### config.mk
export PLATFORM = sky130hd
export DESIGN_NAME = dmem_access_unit
export DESIGN_NICKNAME = d
export VERILOG_FILES = /design/src/rtl/dmem_access_unit.sv
export SDC_FILE = /design/constraint.sdc
export NUM_CORES = 1
export LEC_CHECK = 0
export ABC_AREA = 1
export CORE_ASPECT_RATIO = 0.7
export CORE_MARGIN = 3
export CORE_UTILIZATION = 34
export DETAILED_ROUTE_END_ITERATION = 10
export PLACE_DENSITY_LB_ADDON = 0.08
export SKIP_LAST_GASP = 1
export SYNTH_ARGS = -nofsm -noshare
export SYNTH_HDL_FRONTEND = slang
export SYNTH_SLANG_ARGS = --single-unit
### constraint.sdc
create_clock -name clk -period 4.4 [get_ports clk]
set_input_delay 0.66 -clock clk [delete_from_list [all_inputs] [get_ports clk]]
set_output_delay 0.66 -clock clk [all_outputs]
set_load 0.01 [all_outputs]
### src/rtl/dmem_access_unit.sv
// Memory-stage access controller: turns M-stage loads/stores into a ready-handshaked
// memory request, stalls the pipeline until completion, and flags misalignment/timeouts.
module dmem_access_unit #(
  parameter int unsigned TIMEOUT  = 16,
  parameter logic [31:0] ERR_DATA = 32'hDEADBEEF
) (
  input  logic        clk,
  input  logic        reset,
  input  logic        MemReadM,
  input  logic        MemWriteM,
  input  logic [31:0] ALUOutM,
  input  logic [31:0] WriteDataM,
  output logic [31:0] ReadDataM,
  output logic        StallM,
  output logic        mem_req,
  output logic        mem_we,
  output logic [29:0] mem_addr,
  output logic [31:0] mem_wdata,
  input  logic        mem_ready,
  input  logic [31:0] mem_rdata,
  input  logic        err_clr,
  output logic        misalign_err,
  output logic        timeout_err
);

  localparam int unsigned CNT_W = $clog2(TIMEOUT) + 1;

  typedef enum logic [1:0] {
    S_IDLE = 2'd0,
    S_REQ  = 2'd1,
    S_DONE = 2'd2
  } state_e;

  state_e             state_q, state_d;
  logic [31:0]        read_data_q, read_data_d;
  logic               mem_req_q, mem_req_d;
  logic               mem_we_q, mem_we_d;
  logic [29:0]        mem_addr_q, mem_addr_d;
  logic [31:0]        mem_wdata_q, mem_wdata_d;
  logic [CNT_W-1:0]   cnt_q, cnt_d;
  logic               misalign_q, misalign_d;
  logic               timeout_q, timeout_d;

  logic access;
  logic aligned;
  logic misalign_set;
  logic timeout_set;

  assign access  = MemReadM | MemWriteM;
  assign aligned = (ALUOutM[1:0] == 2'b00);

  // Next-state, datapath capture and stall request
  always_comb begin
    state_d      = state_q;
    read_data_d  = read_data_q;
    mem_req_d    = mem_req_q;
    mem_we_d     = mem_we_q;
    mem_addr_d   = mem_addr_q;
    mem_wdata_d  = mem_wdata_q;
    cnt_d        = cnt_q;
    misalign_set = 1'b0;
    timeout_set  = 1'b0;
    StallM       = 1'b0;

    case (state_q)
      S_IDLE: begin
        StallM = access;
        if (access) begin
          if (aligned) begin
            state_d     = S_REQ;
            mem_req_d   = 1'b1;
            mem_we_d    = MemWriteM;
            mem_addr_d  = ALUOutM[31:2];
            mem_wdata_d = WriteDataM;
            cnt_d       = '0;
          end else begin
            state_d      = S_DONE;
            misalign_set = 1'b1;
            read_data_d  = '0;
          end
        end
      end
      S_REQ: begin
        StallM = 1'b1;
        if (mem_ready) begin
          state_d     = S_DONE;
          mem_req_d   = 1'b0;
          read_data_d = mem_we_q ? 32'h0 : mem_rdata;
        end else if (cnt_q == CNT_W'(TIMEOUT - 1)) begin
          state_d     = S_DONE;
          mem_req_d   = 1'b0;
          timeout_set = 1'b1;
          read_data_d = mem_we_q ? 32'h0 : ERR_DATA;
        end else begin
          cnt_d = cnt_q + CNT_W'(1);
        end
      end
      S_DONE: begin
        state_d = S_IDLE;
      end
      default: begin
        state_d   = S_IDLE;
        mem_req_d = 1'b0;
      end
    endcase

    // Sticky flags: a coincident set beats the clear
    misalign_d = (misalign_q & ~err_clr) | misalign_set;
    timeout_d  = (timeout_q & ~err_clr) | timeout_set;
  end

  always_ff @(posedge clk) begin
    if (reset) begin
      state_q     <= S_IDLE;
      read_data_q <= '0;
      mem_req_q   <= 1'b0;
      mem_we_q    <= 1'b0;
      mem_addr_q  <= '0;
      mem_wdata_q <= '0;
      cnt_q       <= '0;
      misalign_q  <= 1'b0;
      timeout_q   <= 1'b0;
    end else begin
      state_q     <= state_d;
      read_data_q <= read_data_d;
      mem_req_q   <= mem_req_d;
      mem_we_q    <= mem_we_d;
      mem_addr_q  <= mem_addr_d;
      mem_wdata_q <= mem_wdata_d;
      cnt_q       <= cnt_d;
      misalign_q  <= misalign_d;
      timeout_q   <= timeout_d;
    end
  end

  assign ReadDataM    = read_data_q;
  assign mem_req      = mem_req_q;
  assign mem_we       = mem_we_q;
  assign mem_addr     = mem_addr_q;
  assign mem_wdata    = mem_wdata_q;
  assign misalign_err = misalign_q;
  assign timeout_err  = timeout_q;

endmodule
======== After elaboration in Yosys (flattened, before gate mapping) ========
Index checks and enable logic that the tools add are counted.
storage, ports and cells
  register bits ........................... 105
  input bits .............................. 102
  output and inout port bits .............. 99
  word-level logic and storage cells ...... 63
cells by class
  $add $sub $neg .......................... 1
  equality and inequality tests ........... 9
  muxes and demuxes ....................... 29
  bitwise logic cells ..................... 7
  reduce and logical (&&, ||, !) cells .... 8
operators by type and width
  cell                 number
  $mux 32              6
  $pmux 32 s2          1
  $mux 5               4
  $mux 1               10
  $ne 2x2->1 const B   5
  $pmux 5 s2           1
  $mux 2               4
  $reduce_and 4->1     2
  $add 5x1->5 const B  1
  $eq 5x4->1 const B   1
  $reduce_and 5->1     1
  $logic_not 2->1      2
  $pmux 2 s2           1
  $ne 3x3->1 const B   1
  $or 1x1->1           3
  $pmux 1 s3           1
  $reduce_and 3->1     1
  $and 1x1->1          2
  $eq 2x1->1 const B   1
  $eq 2x2->1 const B   1
  $not 1->1            2
  $pmux 1 s2           1
  $reduce_and 2->1     1
  $reduce_bool 2->1    1

======== Depth between registers and ports, before layout ========
Gate-level depths: netlist of run 1.
  depth after elaboration ................. 5
  gate-level depth with buffers ........... 12
  mapped depth without buffers ............ 11

======== Worst setup path after synthesis of run 1 ========
OpenSTA, ideal clock, no wires.
  kind .................................... input-to-output
  from .................................... input MemWriteM
  to ...................................... output StallM
  data arrival time ....................... 980 ps
  data required time ...................... 3,740 ps
  setup slack ............................. 2,760 ps
  stages on the path ...................... 2
  path buffers ............................ 0
  cell sequence ........................... nor2_1 > o21ai_0
between the ends
  cells in the longest elaborated chain, start to end .. 2
ends and longest elaborated chain
  what                line  text
  start: declaration  10    input logic MemWriteM,
  $or 1x1->1          49    assign access = MemReadM | MemWriteM;
  $pmux 1 s2          65    case (state_q)
  end: declaration    14    output logic StallM,
No other way between the ends.

======== Worst setup path after layout of run 1 ========
Same ends and word-level chain as after synthesis.

==> metrics.txt, run 1 <==
status finished, final reports clean; P_leak 2.45 nW; Crit path top cell by count clkdlybuf4s50_1; placed cell areas 0.00608 mm²; fmax around 380 MHz; Num CTS Buffers 9; Final Max Tran Viols 0; IO Port Bufs 200; post-DP HPWL 8.14 mm; fin nets between 800 and 900; Routed Antenna Nets 0; Slew @ Worst Pin 1170 ps; share of the synthesized area in the top cell type 51.6%; WL per Instance 13.1 µm; Power per Cell Area 362 mW/mm²; post-synth top area cell dfxtp_1; Synth Warn # 0; GPL Wtd Cong slightly above 0.8; vias after detailed routing slightly above 4000; remaining routing DRC violations 0; top cells by area, synth dfxtp_1 (52%), nand2_1 (19%), a21oi_1 (8.4%), nor2_1 (7.4%), o21ai_0 (3.3%); fraction of layout cells with a size suffix above 1 3.77%; Post-synth ARST share 0%; Fin Setup TNS 0 ps; drt first pass iters 4; Worst path slowest cell clkdlybuf4s50_1; minimum clock period ~2600 ps; worst reg2reg setup slack 2170 ps; Initial DRC Count slightly above 200; critical path endpoint category primary output; crit path launch type input port; Synth Cell Area approximately 0.0041 mm²; Synth Flop Type dfxtp_1; register area share after synthesis 51.6%; Final setup viols 0; FF+latch count, synth around 110; Critical Path AT 1990 ps; clock-pin transition on the worst setup and hold timing paths approximately 70 ps; Ports 201; GR Util All Layers 17.2%; final worst-path cycle share roughly 60%; grt ovf 0; die height slightly below 100 µm; die area around 0.013 mm²; CTS Root Cell clkbuf_16; post-cts resize count 0; initial antenna violation count 0; Critical Path RT 3740 ps; # diodes 0; largest net degree at the start of global routing 69; fin area 0.00637 mm²; post-layout util 56.2%; CTS max path bufs 2; Pwr Total around 2.3 mW; Routed WL between 10 and 15 mm; H-tree Lvls 3; worst hold-check path type flip-flop to flip-flop; number of global-route vias before repair about 3800; Worst VDD drop between 0.00015 and 0.0002 V; MaxCap Viol Count 0; Final WS setup 1750 ps; Syn Inst Count 561; clock latency on the worst-skew pair about 330 ps; Worst Clk Skew between 5 and 6 ps; Syn Area/Cell 7.26 µm²; final hold violation count 0; die width approximately 140 µm; Post-synth EDFFs 0; worst-path fanout max 3; crit path cell chain clkdlybuf4s50_1 > nor2_1 > o21ai_0 > clkdlybuf4s50_1; FP Rows 32; Slew headroom 21.9%; hold_buf cts 0; Starting Density 35.9%; pre-CTS WS 1630 ps; Setup Crit Path Kind input port to primary output; area grow syn2layout 56.5%; first-pass GRT wire length 18.8 mm; CTS tree yes; Synth cell types 22; post-synth net total 665; vias per inst 4.56; clk sink count 105; RSZ-0062 raised after global routing no; Post-CTS Setup Bufs 0; CORE AREA 0.0113 mm²; slowest stage delay, CP 600 ps
## state kept, by name, indices dropped and copies added (netlist names)
name	flops
state_q	2
mem_req	1
misalign_err	1
ReadDataM	32
mem_addr	30
mem_we	1
cnt_q	5
mem_wdata	32
timeout_err	1
## Yosys cell counts, types with 2 or more instances
| cell | instances |
|---|---|
| ha_1 | 2 |
| nor2_2 | 3 |
| nand4_1 | 2 |
| clkbuf_1 | 12 |
| inv_1 | 8 |
| nand2_1 | 206 |
| nor2_1 | 80 |
| buf_6 | 3 |
| a21oi_1 | 68 |
| inv_2 | 3 |
| nand3_1 | 13 |
| buf_2 | 19 |
| nand2_2 | 2 |
| buf_4 | 2 |
| o21ai_0 | 27 |
| dfxtp_1 | 105 |
## layout by cell type, fill, tap and decap left out, types with 2 or more instances in the layout
master	count
nand2_1	206
clkdlybuf4s50_1	199
dfxtp_1	105
nor2_1	80
a21oi_1	68
o21ai_0	27
nand3_1	13
clkbuf_16	9
inv_1	8
inv_2	3
nor2_2	3
nand2_2	2
nand4_1	2
ha_1	2
clkbuf_1	2
clkinv_2	2
buf_4	2
## power by group
group / leakage, nW / internal (mW) / switching (mW)
registers: 0.857 / 1.02 / 0.0358
logic: 1.45 / 0.246 / 0.220
clock network: 0.139 / 0.441 / 0.343
## per-stage QoR
step / cells / hold slack, ps
CTS: 895 / 466
finish: 895 / 463
floorplan: 561 / 478
global placement: 879 / 451
global route: 895 / 481
detailed placement: 879 / 455
## cells by family after synthesis
| kind of cell | Yosys count | synth area share [%] |
|---|---|---|
| adders and majority gates | 2 | 0.615 |
| and+or+nand+nor | 310 | 30.2 |
| DFF | 105 | 51.6 |
| buffers and inverters | 48 | 5.75 |
| AOI/OAI and AO/OA | 96 | 11.8 |
## critical path: cells and delay by family
kind	cells	cell delay (ps)
AO/OA/AOI/OAI	1	150
buffers and inverters	2	1100
AND/OR/NAND/NOR	1	80
## worst paths after layout
path | startpoint | end | cells after the start
max | MemWriteM | StallM | 4
max reg2reg | cnt_q[0]$_SDFFE_PP0P_ | ReadDataM[21]$_SDFFE_PP0P_ | 11
min | timeout_err$_SDFF_PP0_ | timeout_err$_SDFF_PP0_ | 2
min reg2reg | timeout_err$_SDFF_PP0_ | timeout_err$_SDFF_PP0_ | 2
## per-layer routing
layer / share of wire [%] / vias up / wire [µm] / global-route usage (%)
met5: 0 / - / 0 / 0
met4: 0.74 / 0 / 87 / 3.45
met3: 10 / 7 / 1220 / 8.02
met2: 44 / 142 / 5180 / 26.4
met1: 45 / 1812 / 5230 / 22.2
li1: - / 2116 / - / -
## layout make-up
cell class                 count  area [µm²]
inverter                      11        41.3
tap                          153         191
timing repair buffer         202        2010
clock inverter                 5        56.3
fill                        1043        4960
sequential                   105        2100
multi-input combinational    408        1730
clock buffer                  11         233
Note: power is estimated with default switching activity, not from simulation.
==> run 2: changes to the inputs <==
==> constraint.sdc (replaced) <==
create_clock -name clk -period 2.4 [get_ports clk]
set_input_delay 0.36 -clock clk [delete_from_list [all_inputs] [get_ports clk]]
set_output_delay 0.36 -clock clk [all_outputs]
set_load 0.01 [all_outputs]
==> metrics.txt, run 2 (synthesized netlist as in run 1, its figures left out) <==
initial antenna violation count 0; post-cts resize count 0; FP Rows 32; slowest stage delay, CP 600 ps; WP buf/inv 2; Fin Setup TNS 0 ps; register area 0.00210 mm²; critical path endpoint category primary output; Crit path top cell by count clkdlybuf4s50_1; Final setup viols 0; die height 97.5 µm; Critical Path RT 2040 ps; fraction of layout cells with a size suffix above 1 4.81%; hold_buf cts 0; internal power 3.15 mW; clock share of power 34.6%; CORE AREA 0.0113 mm²; crit path cell chain clkdlybuf4s50_1 > nor2_1 > o21ai_0 > clkdlybuf4s50_1; fmax 477 MHz; Num CTS Buffers 9; remaining routing DRC violations 0; most frequent cells in the layout nand2_1 (206), clkdlybuf4s50_1 (199), dfxtp_1 (105); drt first pass iters 4; P_sw 1.15 mW; Post-CTS Setup Bufs 0; Slew @ Worst Pin 705 ps; worst hold-check path type flip-flop to flip-flop; vias per inst 4.59; Critical Path AT 1740 ps; crit path launch type input port; Initial DRC Count 210; IO Port Bufs 200; fin nets 847; GR Util All Layers about 18%; R2R Path Start cnt_q[0]$_SDFFE_PP0P_; CP Depth 4; # diodes 0; commonest non-fill, non-tap cell in the layout nand2_1; post-layout util 57.0%; P_leak about 2.5 nW; final worst-path cycle share 87.4%; clock-pin transition on the worst setup and hold timing paths approximately 70 ps; worst-path fanout max 3; CTS Root Cell clkbuf_16; first-pass GRT wire length 19.2 mm; die area roughly 0.013 mm²; Slew headroom 53.0%; worst hold start mem_wdata[27]$_SDFFE_PP0P_; combinational share of power 20.4%; Worst path slowest cell clkdlybuf4s50_1; final hold violation count 0; Worst Clk Skew 8.17 ps; Starting Density 35.9%; number of global-route vias before repair 3944; Routed Antenna Nets 0; Final Max Tran Viols 0; H-tree Lvls 3; Seq pwr share between 40% and 50%; status finished, final reports clean; vias after detailed routing 4138; minimum clock period 2100 ps; Worst VDD drop 0.000359 V; WL per Instance 13.5 µm; clock latency on the worst-skew pair roughly 340 ps; crit path from MemWriteM; clk sink count 105; delay-heaviest family, CP buffers and inverters; area of the multi-input gates 0.00173 mm²; Hold Path Stages 2; grt ovf 0; largest net degree at the start of global routing a little under 70; Pwr Total 4.29 mW; RSZ-0062 raised after global routing no; CTS max path bufs 2; Power per Cell Area 665 mW/mm²; die width 137 µm; MaxCap Viol Count 0; Routed WL 12.2 mm; cell count of the worst reg-to-reg path 12; # fillers around 1100; CTS tree yes; area grow syn2layout 58.6%; post-DP HPWL 8.64 mm; Sw Share 26.7%; GPL Wtd Cong 0.767; Ports 201; Setup Crit Path Kind input port to primary output
run 2: changes by cell type in the layout (fill, tap and decap cells not counted):
cell and delta:
buf_12 +2, clkinv_4 +1, inv_6 +2, buf_4 +4, clkinv_2 -1, clkbuf_1 -2
run 2: path summary, 6_finish.rpt:
kind | end | slack, ps
max reg2reg | ReadDataM[30]$_SDFFE_PP0P_ | 470
min | mem_wdata[27]$_SDFFE_PP0P_ | 460
min reg2reg | mem_wdata[27]$_SDFFE_PP0P_ | 460
max | StallM | 300
run 2: layer usage:
| metal | routed length, µm | track usage, % | vias to the layer above |
|---|---|---|---|
| li1 | - | - | 2130 |
| met1 | 5420 | 21.0 | 1860 |
| met2 | 5510 | 29.3 | 136 |
| met3 | 1130 | 7.97 | 12 |
| met4 | 136 | 4.60 | 0 |
| met5 | 0 | 0 | - |
run 2: layout make-up:
type                            instances  share of cell area [%]
Multi-Input combinational cell        408                    26.9
Clock inverter                          7                    1.20
Sequential cell                       105                    32.6
Inverter                               11                   0.640
Clock buffer                            9                    3.49
Tap cell                              153                    2.97
Timing Repair Buffer                  208                    32.3
run 2: power by group through the flow:
stage               Combinational (mW)  Sequential [mW]  Clock [mW]
floorplan                        0.362             2.02           0
global placement                 0.869             1.96           0
detailed placement               0.881             1.97           0
CTS                              0.884             1.93        1.54
global route                     0.960             1.95        1.62
finish                           0.876             1.93        1.49
run 2: through the flow:
stage	area [µm²]	cells	worst slack [ps]	hold WS (ps)
4_1_cts	6450	901	281	467
2_1_floorplan	4070	561	795	478
3_5_place_dp	6150	885	282	456
3_3_place_gp	6150	885	317	451
6_report	6450	901	302	464
5_1_grt	6450	901	180	485
run 2: worst reg2reg max path, stage by stage, from the launching register on:
cell and delay, ps:
dfxtp_1 410, ha_1 220, nand2_1 80, nor2_1 110, ha_1 170, nor2_1 60
nand2_2 120, nand2_4 90, nor2_8 90, buf_12 250, nand2_1 130, nand2_1 70
nor2_1 40
==> run 3: changes to the inputs <==
--- a/config.mk
+++ b/config.mk
@@ -9,8 +9,10 @@
 export CORE_ASPECT_RATIO = 0.7
 export CORE_MARGIN = 3
 export CORE_UTILIZATION = 34
+export CTS_BUF_LIST = sky130_fd_sc_hd__clkbuf_2
 export DETAILED_ROUTE_END_ITERATION = 10
 export PLACE_DENSITY_LB_ADDON = 0.08
+export SETUP_SLACK_MARGIN = 0.2
 export SKIP_LAST_GASP = 1
 export SYNTH_ARGS = -nofsm -noshare
 export SYNTH_HDL_FRONTEND = slang
==> metrics.txt, run 3 (synthesized netlist as in run 1, its figures left out) <==
fmax 505 MHz; fraction of layout cells with a size suffix above 1 under 10%; Final setup viols 0; worst reg2reg setup slack ~450 ps; minimum clock period 1980 ps; GR Util All Layers 17.6%; hold_buf cts 0; area grow syn2layout 54.1%; MaxCap Viol Count 0; clock latency on the worst-skew pair just under 600 ps; Hold Path Stages 3; Setup Crit Path Kind flip-flop to primary output; Hold Slack 276 ps; fin nets 847; fin area between 0.006 and 0.007 mm²; post-cts resize count 1; Worst Clk Skew roughly 34 ps; post-layout util 55.4%; Initial DRC Count 191; Post-CTS Setup Bufs 0; FP Rows 32; clock-pin transition on the worst setup and hold timing paths 300 ps; die width 137 µm; crit path launch type flip-flop; drt first pass iters 4; Final Max Tran Viols 0; number of global-route vias before repair between 3000 and 4000; CTS max path bufs 2; CTS Root Cell clkbuf_2; Slew @ Worst Pin 718 ps; final hold violation count 0; largest net degree at the start of global routing just under 70; Routed WL 12.2 mm; H-tree Lvls 3; Fin Setup TNS 0 ps; cell count of the worst reg-to-reg path 12; commonest non-fill, non-tap cell in the layout nand2_1; grt ovf 0; R2R Path End ReadDataM[15]$_SDFFE_PP0P_; fin cells 901; R2R Path Start cnt_q[0]$_SDFFE_PP0P_; initial antenna violation count 0; WHS Endpoint mem_wdata[15]$_SDFFE_PP0P_; remaining routing DRC violations 0; placed instance count 885; worst hold-check path type input port to flip-flop; clk sink count approximately 110; P_leak 2.42 nW; vias after detailed routing approximately 4100; CTS tree yes; CORE AREA 0.0113 mm²; GPL Wtd Cong approximately 0.77; vias per inst 4.59; die area 0.0133 mm²; critical path endpoint category primary output; IO Port Bufs 200; die height 97.5 µm; # diodes 0; Critical Path RT 2040 ps; final worst-path cycle share 82.4%; Final WS setup between 400 and 500 ps; Worst VDD drop 0.000378 V; Pwr Total 3.67 mW; placed cell areas 0.00615 mm²; worst hold start WriteDataM[15]; first-pass GRT wire length about 19 mm; Slew headroom 52.1%; RSZ-0062 raised after global routing no; Power per Cell Area between 500 and 600 mW/mm²; Starting Density between 30% and 40%; Routed Antenna Nets 0; WL per Instance around 13 µm; pre-CTS WS 282 ps; status finished, final reports clean; Num CTS Buffers 9; Critical Path AT 1620 ps; worst-path fanout max 4; post-DP HPWL 8.64 mm; Ports 201; most frequent cells in the layout nand2_1 (206), clkdlybuf4s50_1 (198), dfxtp_1 (104)
## run 3: cell types whose count changed in the layout (fill, tap and decap cells not counted)
| cell | previous run | this run |
|---|---|---|
| clkbuf_2 | 0 | 9 |
| dlygate4sd2_1 | 0 | 1 |
| clkdlybuf4s50_1 | 199 | 198 |
| dfxtp_2 | 0 | 1 |
| clkbuf_16 | 9 | 0 |
| dfxtp_1 | 105 | 104 |
## run 3: area by class of cell
cell class | count | area (µm²)
Clock buffer | 9 | 45.0
Clock inverter | 7 | 77.6
Fill cell | 1108 | 5060
Inverter | 11 | 41.3
Multi-Input combinational cell | 408 | 1730
Sequential cell | 105 | 2100
Tap cell | 153 | 191
Timing Repair Buffer | 208 | 2080
## run 3: worst max path at each step
stage	cells after the start	slack, ps	end	start
after floorplan	11	800	ReadDataM[0]$_SDFFE_PP0P_	cnt_q[0]$_SDFFE_PP0P_
after global routing	3	220	StallM	state_q[0]$_SDFFE_PP0P_
after detailed placement	4	280	StallM	MemWriteM
after CTS	4	280	StallM	state_q[1]$_SDFFE_PP0P_
after global placement	4	320	StallM	MemWriteM
final	4	420	StallM	state_q[1]$_SDFFE_PP0P_
## run 3: per-layer routing
layer	up-vias	part of all wire, %	routed length [µm]	track usage (%)
li1	2129	-	-	-
met1	1862	44	5360	20.8
met2	135	45	5510	29.3
met3	11	9.5	1160	7.76
met4	0	1.1	131	4.52
met5	-	0	0	0
## run 3: report_power, final
part	switching [mW]	total (mW)	internal [mW]
Sequential	0.0651	1.94	1.87
Clock	0.609	0.860	0.251
Combinational	0.411	0.874	0.463
## run 3: critical path, stage by stage (launching register included)
cell	delay (ps)
dfxtp_2	430
inv_2	70
nand2_1	130
o21ai_0	120
dlygate4sd2_1	320
